[src/rtl/dmem_access.sv]
// dmem_access: data-memory access stage sitting right after exe.
// Takes one combinational load/store request from exe and runs it as a single
// transaction on a req/gnt/rvalid bus. The stage builds the byte enables and
// store-lane alignment, and it extracts and sign/zero-extends load data.
// exe is held through stall_o until the bus response arrives.
//
// Ports
//   clk, reset            clock, synchronous active-high reset
//   adr_v_i .. unsign_extension_i
//                         request from exe (valid, byte address, store flag,
//                         right-aligned store data, one-hot size, zero-extend)
//   stall_o               hold exe/dec while a transaction is outstanding
//   load_v_o/load_data_o  extended load result, valid for the completion cycle
//   misalign_o            misaligned request dropped (1-cycle pulse)
//   bus_err_o             bus error response (1-cycle pulse)
//   dmem_*_o / dmem_*_i   data bus master side
module dmem_access #(
  parameter int XLEN = 32
) (
  input  logic              clk,
  input  logic              reset,
  input  logic              adr_v_i,
  input  logic [XLEN-1:0]   adr_i,
  input  logic              is_store_i,
  input  logic [XLEN-1:0]   store_data_i,
  input  logic [2:0]        access_size_i,
  input  logic              unsign_extension_i,
  output logic              stall_o,
  output logic              load_v_o,
  output logic [XLEN-1:0]   load_data_o,
  output logic              misalign_o,
  output logic              bus_err_o,
  output logic              dmem_req_o,
  output logic              dmem_we_o,
  output logic [XLEN-1:0]   dmem_adr_o,
  output logic [XLEN/8-1:0] dmem_be_o,
  output logic [XLEN-1:0]   dmem_wdata_o,
  input  logic              dmem_gnt_i,
  input  logic              dmem_rvalid_i,
  input  logic [XLEN-1:0]   dmem_rdata_i,
  input  logic              dmem_err_i
);

  localparam int NB = XLEN / 8;

  typedef enum logic [1:0] {IDLE, REQ, WAIT} state_t;

  state_t          state_reg;
  logic [XLEN-1:0] adr_reg;
  logic [XLEN-1:0] wdata_reg;
  logic [NB-1:0]   be_reg;
  logic            we_reg;
  logic            is_byte_reg;
  logic            is_half_reg;
  logic            unsign_reg;
  logic [1:0]      off_reg;

  // Size decode. The lowest set bit wins. A request with no size bit set fails
  // every alignment test, so it is dropped as misaligned and never reaches the bus.
  logic is_byte, is_half, is_word, aligned;
  assign is_byte = access_size_i[0];
  assign is_half = access_size_i[1] & ~access_size_i[0];
  assign is_word = access_size_i[2] & ~access_size_i[1] & ~access_size_i[0];
  assign aligned = is_byte
                 | (is_half & ~adr_i[0])
                 | (is_word & (adr_i[1:0] == 2'b00));

  logic accept;
  assign accept     = (state_reg == IDLE) & adr_v_i & aligned;
  assign misalign_o = (state_reg == IDLE) & adr_v_i & ~aligned;

  // Byte enables and lane-replicated store data for the incoming request.
  logic [NB-1:0]   be_next;
  logic [XLEN-1:0] wdata_next;
  logic [XLEN-1:0] adr_next;

  assign be_next  = is_byte ? (NB'(1) << adr_i[1:0]) :
                    is_half ? (NB'(3) << adr_i[1:0]) : {NB{1'b1}};
  assign adr_next = {adr_i[XLEN-1:2], 2'b00};

  // Replicating the store data into every lane means the enabled lane always
  // holds the right bytes, whatever the offset.
  for (genvar gi = 0; gi < NB; gi++) begin : g_lane
    assign wdata_next[8*gi +: 8] = is_byte ? store_data_i[7:0] :
                                   is_half ? store_data_i[8*(gi%2) +: 8] :
                                             store_data_i[8*gi +: 8];
  end

  // Completion: the bus response that finishes the outstanding transaction.
  // rvalid in REQ counts only when it arrives together with gnt.
  logic done;
  assign done = ((state_reg == REQ) & dmem_gnt_i & dmem_rvalid_i)
              | ((state_reg == WAIT) & dmem_rvalid_i);

  // The stall drops in the completion cycle so exe advances on that same edge.
  assign stall_o = accept
                 | ((state_reg == REQ)  & ~(dmem_gnt_i & dmem_rvalid_i))
                 | ((state_reg == WAIT) & ~dmem_rvalid_i);

  assign dmem_req_o   = (state_reg == REQ);
  assign dmem_we_o    = we_reg;
  assign dmem_adr_o   = adr_reg;
  assign dmem_be_o    = be_reg;
  assign dmem_wdata_o = wdata_reg;

  // Load extraction: shift the addressed field down, then extend it.
  // A word access is always at offset 0, so it passes through unchanged.
  logic [XLEN-1:0] shifted;
  logic [XLEN-1:0] extended;
  assign shifted = dmem_rdata_i >> {off_reg, 3'b000};

  always_comb begin
    extended = shifted;
    if (is_byte_reg)
      extended = {{(XLEN-8){~unsign_reg & shifted[7]}}, shifted[7:0]};
    else if (is_half_reg)
      extended = {{(XLEN-16){~unsign_reg & shifted[15]}}, shifted[15:0]};
  end

  assign load_v_o    = done & ~we_reg & ~dmem_err_i;
  assign bus_err_o   = done & dmem_err_i;
  assign load_data_o = load_v_o ? extended : '0;

  always_ff @(posedge clk) begin
    if (reset) begin
      state_reg   <= IDLE;
      adr_reg     <= '0;
      wdata_reg   <= '0;
      be_reg      <= '0;
      we_reg      <= 1'b0;
      is_byte_reg <= 1'b0;
      is_half_reg <= 1'b0;
      unsign_reg  <= 1'b0;
      off_reg     <= 2'b00;
    end else begin
      case (state_reg)
        IDLE: begin
          if (accept) begin
            adr_reg     <= adr_next;
            wdata_reg   <= wdata_next;
            be_reg      <= be_next;
            we_reg      <= is_store_i;
            is_byte_reg <= is_byte;
            is_half_reg <= is_half;
            unsign_reg  <= unsign_extension_i;
            off_reg     <= adr_i[1:0];
            state_reg   <= REQ;
          end
        end
        REQ: begin
          if (dmem_gnt_i)
            state_reg <= dmem_rvalid_i ? IDLE : WAIT;
        end
        WAIT: begin
          if (dmem_rvalid_i)
            state_reg <= IDLE;
        end
        default: state_reg <= IDLE;
      endcase
    end
  end

endmodule

[config.mk]
export PLATFORM = sky130hd
export DESIGN_NAME = dmem_access
export DESIGN_NICKNAME = d
export VERILOG_FILES = /design/src/rtl/dmem_access.sv
export SDC_FILE = /design/constraint.sdc
export NUM_CORES = 1
export LEC_CHECK = 0
export CORE_UTILIZATION = 36
export CTS_CLUSTER_SIZE = 30
export DETAILED_ROUTE_END_ITERATION = 10
export PLACE_DENSITY_LB_ADDON = 0.1
export REMOVE_ABC_BUFFERS = 1
export SETUP_SLACK_MARGIN = 0.02
export SYNTH_ARGS = -nofsm -noshare
export SYNTH_HDL_FRONTEND = slang
export SYNTH_SLANG_ARGS = --single-unit
[constraint.sdc]
create_clock -name clk -period 1.75 [get_ports clk]
set_clock_uncertainty 0.1 [all_clocks]
set_input_delay 0.2625 -clock clk [delete_from_list [all_inputs] [get_ports clk]]
set_output_delay 0.2625 -clock clk [all_outputs]
set_load 0.02 [all_outputs]
==> results of run 1 <==
## area by class of cell
| class | count | area (um^2) | share of cell area |
|---|---|---|---|
| Clock inverter | 6 | 65.1 | 0.00914 |
| Inverter | 4 | 15.0 | 0.00211 |
| Tap cell | 140 | 175 | 0.0246 |
| Multi-Input combinational cell | 395 | 2420 | 0.340 |
| Timing Repair Buffer | 279 | 2820 | 0.396 |
| Sequential cell | 74 | 1490 | 0.209 |
| Clock buffer | 10 | 138 | 0.0193 |
## worst max-delay path, delay by kind of cell, from the launching register on
kind / cells / cell delay, ps
flip-flops: 1 / 350
AND/OR/NAND/NOR: 2 / 180
buffers and inverters: 2 / 300
multiplexers: 1 / 510
AO/OA/AOI/OAI: 1 / 170
## kinds of logic (layout without fill, tap and decap cells)
logic type | after synthesis | count (layout) | synth area share
buffers and inverters | 52 | 299 | 0.0764
AO/OA/AOI/OAI | 146 | 146 | 0.238
adder cells (fa/ha/maj) | 4 | 4 | 0.0125
other | 1 | 2 | 0.000938
multiplexers | 25 | 25 | 0.0657
AND/OR/NAND/NOR | 218 | 218 | 0.236
flip-flops | 74 | 74 | 0.371
## layout by cell type (no fill, tap or decap), drive strengths merged, types with 10 or more instances in the layout
master / instances
a211oi: 23
a21oi: 69
a311oi: 16
buf: 106
clkbuf: 13
clkdlybuf4s50: 157
dfxtp: 74
mux2i: 24
nand2: 122
nand2b: 10
nor2: 61
nor2b: 13
o21ai: 16
## power breakdown
| group | switching [mW] | total, mW | internal (mW) |
|---|---|---|---|
| clock | 0.666 | 1.37 | 0.700 |
| sequential | 0.0638 | 1.86 | 1.80 |
| combinational | 0.743 | 1.53 | 0.788 |
## path summary, 6_finish.rpt
path / startpoint / depth (start not counted) / endpoint / slack (ps)
setup / recovery: off_reg[1] / 6 / load_data_o[10] / -490
hold / removal: adr_i[1] / 4 / off_reg[1] / 190
setup reg to reg: state_reg[0] / 8 / dmem_wdata_o[1] / 70
hold reg to reg: dmem_wdata_o[29] / 2 / dmem_wdata_o[29] / 360
## metrics by stage
step	instances	TNS (ps)	hold slack, ps	power (mW)
final	908	-13520	190	4.76
after global routing	908	-15760	205	4.98
after CTS	901	-16540	176	4.67
after detailed placement	873	-81520	346	3.26
after global placement	873	-76210	342	3.24
after floorplan	473	-103110	227	2.50
## what timing repair did
action | CTS | global route
setup endpoints to repair | 112 | 68
buffers inserted | 10 | 7
pin swaps | 6 | 14
resized for setup | 220 | 88
gates cloned | 2 | 5
## per-layer routing
layer / GRT usage / routed length (um)
met5: 0 / 0
met4: 0.0969 / 214
met3: 0.0593 / 1130
met2: 0.421 / 7510
met1: 0.265 / 5630
==> report_table.html, run 1 <==
<table>
<tr><th>Metric</th><th>Value</th></tr>
<tr><th colspan="2">Place</th></tr>
<tr><td>HPWL after detailed placement</td><td>9.59 mm</td></tr>
<tr><td>Port-buffer cells</td><td>210</td></tr>
<tr><td>Routability congestion estimate</td><td>0.837</td></tr>
<tr><td>Placed cell area</td><td>6420 um^2</td></tr>
<tr><td>Worst slack at placement</td><td>-955 ps</td></tr>
<tr><th colspan="2">Timing</th></tr>
<tr><td>Count of endpoints failing hold in the final timing report</td><td>0</td></tr>
<tr><td>Max Clock Freq</td><td>446 MHz</td></tr>
<tr><td>Slew of the pin with the lowest slew margin</td><td>576 ps</td></tr>
<tr><td>Slew Limit Fails</td><td>0</td></tr>
<tr><td>Slew margin rel.</td><td>0.616</td></tr>
<tr><td>Final clock period utilization by the worst path</td><td>1.28</td></tr>
<tr><td>Final setup violation count</td><td>35</td></tr>
<tr><td>Setup repair after global routing missed its margin</td><td>yes</td></tr>
<tr><td>Final period demand of the worst path</td><td>2240 ps</td></tr>
<tr><td>Smallest setup slack after layout</td><td>-490 ps</td></tr>
<tr><th colspan="2">Logic synthesis</th></tr>
<tr><td>Most area-hungry cell type in the Yosys netlist</td><td>sky130_fd_sc_hd__dfxtp_1</td></tr>
<tr><td>Mean post-synth cell area</td><td>7.69 um^2</td></tr>
<tr><td>Flip-flop and latch count after synthesis</td><td>74</td></tr>
<tr><td>Count of unique library cells instantiated by Yosys</td><td>38</td></tr>
<tr><td>Share of the synthesized area in the top cell type</td><td>0.371</td></tr>
<tr><td>Post-synth EDFFs</td><td>0</td></tr>
<tr><td>Syn Std Cell Area</td><td>4000 um^2</td></tr>
<tr><td>Top area cells in the synthesized netlist</td><td>sky130_fd_sc_hd__dfxtp_1 37%, sky130_fd_sc_hd__nand2_1 11%, sky130_fd_sc_hd__a21oi_1 8.6%</td></tr>
<tr><td>Sequential share of the synthesized area</td><td>0.371</td></tr>
<tr><td>Top cells by instance count after synthesis</td><td>122 x sky130_fd_sc_hd__nand2_1, 74 x sky130_fd_sc_hd__dfxtp_1, 69 x sky130_fd_sc_hd__a21oi_1</td></tr>
<tr><td>Most frequently used flop master after synthesis</td><td>sky130_fd_sc_hd__dfxtp_1</td></tr>
<tr><td>Cell count after synthesis</td><td>520</td></tr>
<tr><td>YS warnings</td><td>0</td></tr>
<tr><td>Share of flip-flops with an asynchronous set or reset</td><td>0</td></tr>
<tr><td>Cell with the most instances after synthesis</td><td>sky130_fd_sc_hd__nand2_1</td></tr>
<tr><th colspan="2">Die</th></tr>
<tr><td>Count of standard-cell rows</td><td>38</td></tr>
<tr><td>Die Span Y</td><td>107 um</td></tr>
<tr><td>Top Ports</td><td>213</td></tr>
<tr><td>Area enclosed by the die boundary</td><td>11,500 um^2</td></tr>
<tr><td>Die X</td><td>107 um</td></tr>
<tr><td>Initial core utilization</td><td>0.369</td></tr>
<tr><td>Core Region</td><td>10,800 um^2</td></tr>
<tr><th colspan="2">Critical path</th></tr>
<tr><td>Setup CP Type</td><td>reg2out</td></tr>
<tr><td>Arrival time of data at the critical path endpoint</td><td>1880 ps</td></tr>
<tr><td>Critical path cell sequence</td><td>mux4_2, nand2b_1, a21o_4, buf_12, nor2_1, buf_4</td></tr>
<tr><td>Kind of capture point of the worst setup path</td><td>output port</td></tr>
<tr><td>Critical Path RT</td><td>1390 ps</td></tr>
<tr><td>Slowest stage cell, crit path</td><td>sky130_fd_sc_hd__mux4_2</td></tr>
<tr><td>Worst Setup Start Kind</td><td>flop</td></tr>
<tr><td>CP max FO</td><td>12</td></tr>
<tr><td>Crit path largest cell delay</td><td>510 ps</td></tr>
<tr><th colspan="2">Final layout</th></tr>
<tr><td>Final antenna diode count</td><td>0</td></tr>
<tr><td>Fillers</td><td>939</td></tr>
<tr><td>Proportion of layout cells with a drive suffix above 1</td><td>0.230</td></tr>
<tr><td>Syn-to-layout area delta</td><td>78.1%</td></tr>
<tr><td>Layout Cell Area excl Fill</td><td>7120 um^2</td></tr>
<tr><td>Fin nets</td><td>874</td></tr>
<tr><td>Number of flip-flops in the largest register</td><td>32</td></tr>
<tr><td>Final core utilization</td><td>0.657</td></tr>
<tr><th colspan="2">Route</th></tr>
<tr><td>Number of remaining DRC errors</td><td>0</td></tr>
<tr><td>Via count</td><td>4,567</td></tr>
<tr><td>Remaining number of nets flagged by the antenna check after routing</td><td>0</td></tr>
<tr><td>WL/cell</td><td>16.0 um</td></tr>
<tr><td>Total Wirelength</td><td>14.5 mm</td></tr>
<tr><td>Drt initial violations</td><td>186</td></tr>
<tr><td>DR pass1 iterations</td><td>4</td></tr>
<tr><td>Via-per-instance ratio</td><td>5.03</td></tr>
<tr><th colspan="2">CTS</th></tr>
<tr><td>Max H-tree Level</td><td>3</td></tr>
<tr><td>Clock slew at the register clock pins of the worst setup and hold paths</td><td>80 ps</td></tr>
<tr><td>Number of buffers created by CTS</td><td>9</td></tr>
<tr><td>Later-pin clock latency in the skew report</td><td>350 ps</td></tr>
<tr><td>Root Driver</td><td>sky130_fd_sc_hd__clkbuf_8</td></tr>
<tr><td>Buffers from clock root to sink, at most</td><td>2</td></tr>
<tr><td>Sinks on Clock Net</td><td>74</td></tr>
<tr><td>CTS tree</td><td>built</td></tr>
<tr><td>Hold_buf cts</td><td>0</td></tr>
<tr><th colspan="2">Global routing</th></tr>
<tr><td>GRT Total Usage</td><td>0.235</td></tr>
<tr><td>GR Overflow Total</td><td>0</td></tr>
<tr><td>Vias in the first global route</td><td>4,377</td></tr>
<tr><td>Maximum number of pins on one net before global-route repair</td><td>46</td></tr>
<tr><td>Number of antenna violations at the first check in global routing</td><td>0</td></tr>
<tr><td>Wire length of the first global-routing pass</td><td>21.4 mm</td></tr>
<tr><th colspan="2">Run status</th></tr>
<tr><td>Status</td><td>finished, violations left</td></tr>
<tr><td>Violated checks</td><td>negative setup slack</td></tr>
<tr><th colspan="2">Pwr</th></tr>
<tr><td>Power density over the cells</td><td>669 nW/um^2</td></tr>
<tr><td>Static power due to leakage</td><td>2.90 nW</td></tr>
<tr><td>VDD IR max</td><td>0.000547 V</td></tr>
<tr><th colspan="2">Min path</th></tr>
<tr><td>Path category of the worst min-delay check</td><td>in2reg</td></tr>
<tr><th colspan="2">Run</th></tr>
<tr><td>Max-cap violations</td><td>0</td></tr>
</table>
Power figures use the tool's default switching activity.
==> inputs of run 2 (changes only) <==
--- a/config.mk
+++ b/config.mk
@@ -8,6 +8,7 @@
 export CORE_UTILIZATION = 36
 export CTS_CLUSTER_SIZE = 30
 export DETAILED_ROUTE_END_ITERATION = 10
+export HOLD_SLACK_MARGIN = 0.06
 export PLACE_DENSITY_LB_ADDON = 0.1
 export REMOVE_ABC_BUFFERS = 1
 export SETUP_SLACK_MARGIN = 0.02
==> results of run 2 <==
Same layout as run 1: the final DEF is identical, and so are final timing and power.
